<file path="config.mk">
export PLATFORM = sky130hd
export DESIGN_NAME = vn_serial
export DESIGN_NICKNAME = d
export VERILOG_FILES = /design/src/rtl/vn_serial.sv
export SDC_FILE = /design/constraint.sdc
export NUM_CORES = 1
export LEC_CHECK = 0
export ABC_CLOCK_PERIOD_IN_PS = 7300
export CORE_MARGIN = 2
export CORE_UTILIZATION = 55
export CTS_CLUSTER_DIAMETER = 40
export CTS_CLUSTER_SIZE = 40
export DETAILED_ROUTE_END_ITERATION = 16
export PLACE_DENSITY = 0.74
export SETUP_SLACK_MARGIN = 0.02
export SYNTH_ARGS = -nofsm -noshare
export SYNTH_HDL_FRONTEND = slang
export SYNTH_SLANG_ARGS = --single-unit
</file>
<file path="constraint.sdc">
create_clock -name clk -period 7.3 [get_ports clk]
set_input_delay 1.095 -clock clk [delete_from_list [all_inputs] [get_ports clk]]
set_output_delay 1.095 -clock clk [all_outputs]
set_load 0.05 [all_outputs]
</file>
<file path="src/rtl/vn_serial.sv">
// Serial variable-node processor for a min-sum LDPC decoder.
// Takes the channel LLR and DV check messages, then streams back DV saturated extrinsic messages and a hard decision.
module vn_serial #(
  parameter int WIDTH = 20,
  parameter int DV    = 3,
  localparam int IDXW = (DV > 1) ? $clog2(DV) : 1
) (
  input  logic             clk,
  input  logic             rst,
  input  logic             in_valid,
  output logic             in_ready,
  input  logic [WIDTH-1:0] in_data,
  output logic             out_valid,
  input  logic             out_ready,
  output logic [WIDTH-1:0] out_data,
  output logic [IDXW-1:0]  out_idx,
  output logic             out_last,
  output logic             hard_bit,
  output logic             hard_valid
);

  localparam int SW = WIDTH + $clog2(DV + 1) + 1;
  localparam int CW = $clog2(DV + 1);
  localparam logic signed [SW-1:0] SAT_MAX = (SW'(1) <<< (WIDTH - 1)) - SW'(1);
  localparam logic signed [SW-1:0] SAT_MIN = -SAT_MAX;

  typedef enum logic [1:0] {IDLE, ACC, OUT} state_t;

  state_t                state_reg;
  logic [CW-1:0]         cnt_reg;
  logic signed [SW-1:0]  total_reg;
  logic [WIDTH-1:0]      msg_reg [DV];
  logic                  in_ready_reg;
  logic                  out_valid_reg;
  logic [WIDTH-1:0]      out_data_reg;
  logic [IDXW-1:0]       out_idx_reg;
  logic                  out_last_reg;
  logic                  hard_bit_reg;
  logic                  hard_valid_reg;

  logic                  in_fire;
  logic                  out_fire;
  logic signed [SW-1:0]  total_new;
  logic [WIDTH-1:0]      first_msg;
  logic [IDXW-1:0]       nxt_idx;
  logic [IDXW-1:0]       wr_idx;
  logic [WIDTH-1:0]      nxt_msg;

  function automatic logic signed [SW-1:0] sext(input logic [WIDTH-1:0] v);
    return {{(SW - WIDTH){v[WIDTH-1]}}, v};
  endfunction

  // Symmetric clamp: the most negative code is never produced on the output.
  function automatic logic [WIDTH-1:0] sat(input logic signed [SW-1:0] v);
    if (v > SAT_MAX)      return SAT_MAX[WIDTH-1:0];
    else if (v < SAT_MIN) return SAT_MIN[WIDTH-1:0];
    else                  return v[WIDTH-1:0];
  endfunction

  assign in_fire   = in_valid && in_ready_reg;
  assign out_fire  = out_valid_reg && out_ready;
  assign total_new = total_reg + sext(in_data);
  assign wr_idx    = IDXW'(cnt_reg - CW'(1));
  assign nxt_idx   = out_idx_reg + IDXW'(1);
  // With DV==1 the only message arrives on the same beat that ends accumulation.
  assign first_msg = (DV == 1) ? in_data : msg_reg[0];

  always_comb begin
    nxt_msg = '0;
    for (int i = 0; i < DV; i++) begin
      if (nxt_idx == IDXW'(i)) nxt_msg = msg_reg[i];
    end
  end

  always_ff @(posedge clk or posedge rst) begin
    if (rst) begin
      state_reg      <= IDLE;
      cnt_reg        <= '0;
      total_reg      <= '0;
      for (int i = 0; i < DV; i++) msg_reg[i] <= '0;
      in_ready_reg   <= 1'b1;
      out_valid_reg  <= 1'b0;
      out_data_reg   <= '0;
      out_idx_reg    <= '0;
      out_last_reg   <= 1'b0;
      hard_bit_reg   <= 1'b0;
      hard_valid_reg <= 1'b0;
    end else begin
      hard_valid_reg <= 1'b0;
      case (state_reg)
        IDLE: begin
          if (in_fire) begin
            total_reg <= sext(in_data);
            cnt_reg   <= CW'(1);
            state_reg <= ACC;
          end
        end
        ACC: begin
          if (in_fire) begin
            msg_reg[wr_idx] <= in_data;
            total_reg       <= total_new;
            cnt_reg         <= cnt_reg + CW'(1);
            if (cnt_reg == CW'(DV)) begin
              state_reg      <= OUT;
              in_ready_reg   <= 1'b0;
              out_valid_reg  <= 1'b1;
              out_idx_reg    <= '0;
              out_last_reg   <= (DV == 1);
              out_data_reg   <= sat(total_new - sext(first_msg));
              hard_bit_reg   <= total_new[SW-1];
              hard_valid_reg <= 1'b1;
            end
          end
        end
        OUT: begin
          if (out_fire) begin
            if (out_idx_reg == IDXW'(DV - 1)) begin
              state_reg     <= IDLE;
              in_ready_reg  <= 1'b1;
              out_valid_reg <= 1'b0;
              out_idx_reg   <= '0;
              out_last_reg  <= 1'b0;
              out_data_reg  <= '0;
              cnt_reg       <= '0;
            end else begin
              // Next message is precomputed so out_data stays a pure register.
              out_idx_reg  <= nxt_idx;
              out_last_reg <= (nxt_idx == IDXW'(DV - 1));
              out_data_reg <= sat(total_reg - sext(nxt_msg));
            end
          end
        end
        default: state_reg <= IDLE;
      endcase
    end
  end

  assign in_ready   = in_ready_reg;
  assign out_valid  = out_valid_reg;
  assign out_data   = out_data_reg;
  assign out_idx    = out_idx_reg;
  assign out_last   = out_last_reg;
  assign hard_bit   = hard_bit_reg;
  assign hard_valid = hard_valid_reg;

endmodule

</file>
# --- Yosys cells after proc, flatten, opt, wreduce, memory -nomap -nowiden ---
# Cells that the tools add are included.
word_totals:
  regBits: 114
  inputBits: 24
  out_inout_bits: 27
  word_cells: 99
classes:
  n_addsub: 6
  magnitude_cmp: 6
  n_eq_ne: 11
  muxes: 47
  n_bitwise: 1
  n_reduce_logical: 15
ops:
  columns: ["cell", "count"]
  rows:
  - ["20-bit 2-to-1 mux", 12]
  - ["60-bit bitwise mux", 1]
  - ["23-bit by 20-bit > comparator with 1-bit output (second input constant)", 2]
  - ["23-bit by 20-bit less-than comparator with 1-bit output (second input constant)", 2]
  - ["23-bit 2-to-1 mux", 2]
  - ["23-bit case mux with 2 select lines", 1]
  - ["23-bit by 20-bit subtractor with 23-bit output", 2]
  - ["20-bit demux with 2-bit select", 1]
  - ["20-bit case mux with 2 select lines", 1]
  - ["23-bit by 20-bit adder with 23-bit output", 1]
  - ["2-bit 2-to-1 mux", 10]
  - ["5-bit AND reduction", 3]
  - ["1-bit 2-to-1 mux", 13]
  - ["2-bit case mux with 3 select lines", 2]
  - ["2-bit inequality test (second input constant)", 5]
  - ["2-bit == test (second input constant)", 4]
  - ["1-bit case mux with 2 select lines", 3]
  - ["3-bit AND reduction", 2]
  - ["2-bit by 1-bit adder with 2-bit output (second input constant)", 2]
  - ["2-bit by 1-bit == test with 1-bit output (second input constant)", 2]
  - ["2-bit zero test", 2]
  - ["2-bit case mux with 2 select lines", 1]
  - ["4-bit AND reduction", 1]
  - ["2-bit nonzero test", 2]
  - ["7 further kinds", 9]

# --- Depth between registers and ports, before layout ---
depth:
  ltp_word: 12
  depth_mapped: 24
  ltp_nobuf: 22

# --- Worst setup path after synthesis ---
# Ideal clock, no wire load.
synth_timing:
  path_kind: "in2reg"
  from: "in in_data[0]"
  to: "reg out_data_reg[1], in the netlist out_data[1]"
  setup_ps: 124
  t_arrival_ps: 5672
  required_time_ps: 7176
  setup_slack_ps: 1504
  path_stages: 23
  path_cell_list: "ha_1 > fa_1 > a211oi_1 > o21ai_0 > a31oi_1 > nor2b_1 > o21a_1 > o21ai_0 > nand2b_1 > a21oi_1 > xnor2_1 > ha_1 > clkbuf_1 > and2_1 > and3_1 > and3_4 > or4_4 > a221oi_2 > nand4_2 > a32oi_4 > buf_6 > a211oi_2 > a211o_1"
synth_between:
  elab_chain_len: 8
  elab_cells_between_ends: 9
  cone_classes: "2 x add/sub; 2 x order compare; 5 x mux"
synth_lines:
  columns: ["item", "line_no", "text"]
  rows:
  - ["from (decl)", "12", "input logic [WIDTH-1:0] in_data,"]
  - ["23-bit by 20-bit adder with 23-bit output *", "62", "assign total_new = total_reg + sext(in_data);"]
  - ["23-bit by 20-bit subtractor with 23-bit output *", "109", "out_data_reg <= sat(total_new - sext(first_msg));"]
  - ["23-bit by 20-bit less-than comparator with 1-bit output", "56", "else if (v < SAT_MIN) return SAT_MIN[WIDTH-1:0];"]
  - ["20-bit 2-to-1 mux", "56", null]
  - ["20-bit 2-to-1 mux *", "55", "if (v > SAT_MAX) return SAT_MAX[WIDTH-1:0];"]
  - ["20-bit 2-to-1 mux *", "103", "if (cnt_reg == CW'(DV)) begin"]
  - ["20-bit 2-to-1 mux *", "99", "if (in_fire) begin"]
  - ["20-bit case mux with 2 select lines *", "90", "case (state_reg)"]
  - ["to (signal assigned)", "109", null]
  - ["to (signal assigned)", "129", "out_data_reg <= sat(total_reg - sext(nxt_msg));"]
  - ["to (decl)", "35", "logic [WIDTH-1:0] out_data_reg;"]
# Every way passes the cells marked *; elsewhere a longest branch is shown, timed or not. The select of a mux whose other input is x is not followed.
# A chain may end at the register's enable or synchronous reset.

# --- Worst setup path in the final report ---
# Ends and elaborated chain as after synthesis.

==> impl_metrics.tcl <==
set metrics [dict create \
    status "completed" \
    cts_buffers 17 \
    final_cell_mix "dfrtp_1 (112), nor2_1 (103), a21oi_1 (79), ha_1 (75), o21ai_0 (69)" \
    ys_async_sr_fraction 1.00 \
    insertion_delay_ps 420 \
    synth_ff_type "dfrtp_1" \
    final_common_cell "dfrtp_1" \
    hold_buffers 0 \
    worst_pin_slew_ps 1090 \
    crit_type "in2reg" \
    cts_tree "built" \
    yosys-top-cells-area "dfrtp_1 (28%), ha_1 (9.5%), mux2_2 (7.1%)" \
    grt_pass1_wl_um 44700 \
    fill_cells 1508 \
    vias 9010 \
    gp_congestion 0.959 \
    cp.required_ps 7600 \
    post-place-cells 1358 \
    seqCellArea_um2 2830 \
    cp-start-kind "primary input" \
    r2r_end "out_data[1]" \
    largest_reg_flops 40 \
    worst-path-max-fanout 18 \
    worstHoldEndpoint "msg_reg[26]" \
    dieHeight_um 138 \
    cts_resized 0 \
    p_sw_frac 0.286 \
    holdCritStartpoint "msg_reg[26]" \
    reg2reg_depth 21 \
    setup_viol 0 \
    io_pins 51 \
    rsz0062_at_grt "no" \
    antenna_found_initial 0 \
    multiInputGateArea_um2 6640 \
    whs_path_depth 1 \
    r2r_slack_ps 1470 \
    power_density_nw_per_um2 149 \
    grt_max_degree 74 \
    fp.dieArea_um2 19000 \
    hold_class "reg2reg" \
    n_antenna_cell 0 \
    design_area_um2 11100 \
    grt_use_total 0.304 \
    drv_slew 0 \
    routed_via_density 6.48 \
    vdd_drop_max_v 0.000163 \
    hold_violations 0 \
    drt_wl_total_um 27800 \
    cap_violations 0 \
    routedWlPerCell_um 20.0 \
    synth_warnings 0 \
    synth_seq_cells 113 \
    drt_first_pass_iters 5 \
    min_period_ps 6630 \
    yosysSeqAreaShare 0.287 \
    dpl_cell_area_um2 10500 \
    synth_edf_count 0 \
    r2r_start "total_reg[0]" \
    post_cts_buffers 0 \
    p_leak_nw 5.00 \
    internal-power_w 0.00118 \
    drt_iter0_drc 683 \
    portBuffers 50 \
    dpl.hpwl_um 21000 \
    grt-ovfl-total 0 \
    fmax_mhz 151 \
    netlist_instances 1123 \
    synth_area_um2 9860 \
    layout-drive-gt1-share 0.122 \
    cts.clk_slew.worst_paths_ps 60 \
    p_comb_frac 0.130 \
    ctsHtreeMaxLevel 4 \
    synth.top_cell.area_share 0.284 \
    pwr-share-clk 0.489 \
    synth.net_count 1225 \
    yosys.area.top_type "dfrtp_1" \
    layout.nets 1254 \
    max_slew_margin 0.269 \
    root_buffer "clkbuf_16" \
    crit_arrival_ps 6930 \
    initial_core_util 0.566 \
    pwr-share-seq 0.381 \
    fin_crit_sh 0.908 \
    yosysUniqueCellTypes 87 \
    postRouteAntennaNets 0 \
    syn_avg_cell_area_um2 8.78 \
    clkSinkCount 113 \
    instances_no_fill 1390 \
    clock_skew_ps 7.80 \
    area_growth_pct 12.1 \
    core-area_um2 17400 \
    num_rows 48 \
    p_switching_w 0.000470 \
    die_w_um 138 \
    dp_slack_ps 308 \
    end_kind "register" \
    grt_pass1_vias 8478 \
    fin_setup_tns_ps 0 \
    fin_ws_ps 674 \
    drc 0 \
    ctsLongestPathBuffers 2 \
]
==> per-stage QoR <==
stage,total power [W],util,hold slack (ps)
3_5_place_dp,0.000846,0.603,493
6_report,0.00165,0.635,501
2_1_floorplan,0.000784,-,475
5_1_grt,0.00171,0.635,515
3_3_place_gp,0.000845,0.603,485
4_1_cts,0.00165,0.635,506
==> worst max-delay path by stage <==
stage	startpoint	endpoint
global placement	in_data[1]	out_data[4]
floorplan	in_data[0]	out_data[1]
finish	in_data[0]	out_data[1]
global route	in_data[0]	out_data[1]
detailed placement	in_data[1]	out_data[11]
CTS	in_data[1]	out_data[11]
==> power by group through the flow <==
stage | sequential (W) | combinational, W | clock [W]
after global placement | 0.000638 | 0.000208 | 0
after CTS | 0.000627 | 0.000210 | 0.000811
final | 0.000627 | 0.000214 | 0.000805
after floorplan | 0.000638 | 0.000146 | 0
after global routing | 0.000626 | 0.000233 | 0.000846
after detailed placement | 0.000638 | 0.000208 | 0
==> cell families after synthesis <==
family | after synthesis | synth area share
compound gates | 360 | 0.256
simple gates | 345 | 0.179
flops | 113 | 0.287
mux | 98 | 0.107
buf+inv | 96 | 0.0401
fa+ha+maj | 78 | 0.101
xor+xnor | 33 | 0.0293
==> cell usage after synthesis, types with 13 or more instances <==
cell type	n
xnor2_1	19
inv_1	48
o21ai_0	70
nor2b_1	13
a21o_1	29
or3_1	13
nand2b_1	14
mux2i_1	36
o221ai_1	18
nand2_1	66
nand3_1	31
mux2_2	62
o211ai_1	14
nor2_1	104
xor2_1	14
nor3_1	20
clkbuf_1	36
o31ai_1	13
ha_1	75
and3_1	21
o21a_1	22
a21oi_1	79
dfrtp_1	112
==> per-layer routing <==
metal	global-route usage	wire length, µm	vias to the layer above
li1	-	-	4287
met1	0.453	13500	4350
met2	0.444	11700	330
met3	0.0581	1930	43
met4	0.0969	716	0
met5	0	0	-
==> area by class of cell <==
class                   count  area share
multi-input cells         914       0.601
clock inverters            15      0.0123
clock buffers              17      0.0385
well taps                 225      0.0255
inverters                  48      0.0165
repair buffers             58      0.0507
flip-flops and latches    113       0.256
==> critical path, stage by stage <==
cell	delay, ps
clkdlybuf4s50_1	500
ha_1	280
fa_1	420
a211oi_1	330
o21ai_0	190
a31oi_1	300
nor2b_1	80
o21a_1	180
o21ai_0	160
nand2b_1	80
a21oi_1	190
xnor2_1	170
ha_1	360
o21a_1	260
o21a_1	210
a311oi_1	470
o211ai_1	140
nor4_1	370
nand4_2	200
a32oi_4	560
a211oi_2	90
a211o_1	290
No activity file was read; power rests on OpenSTA's default activity.
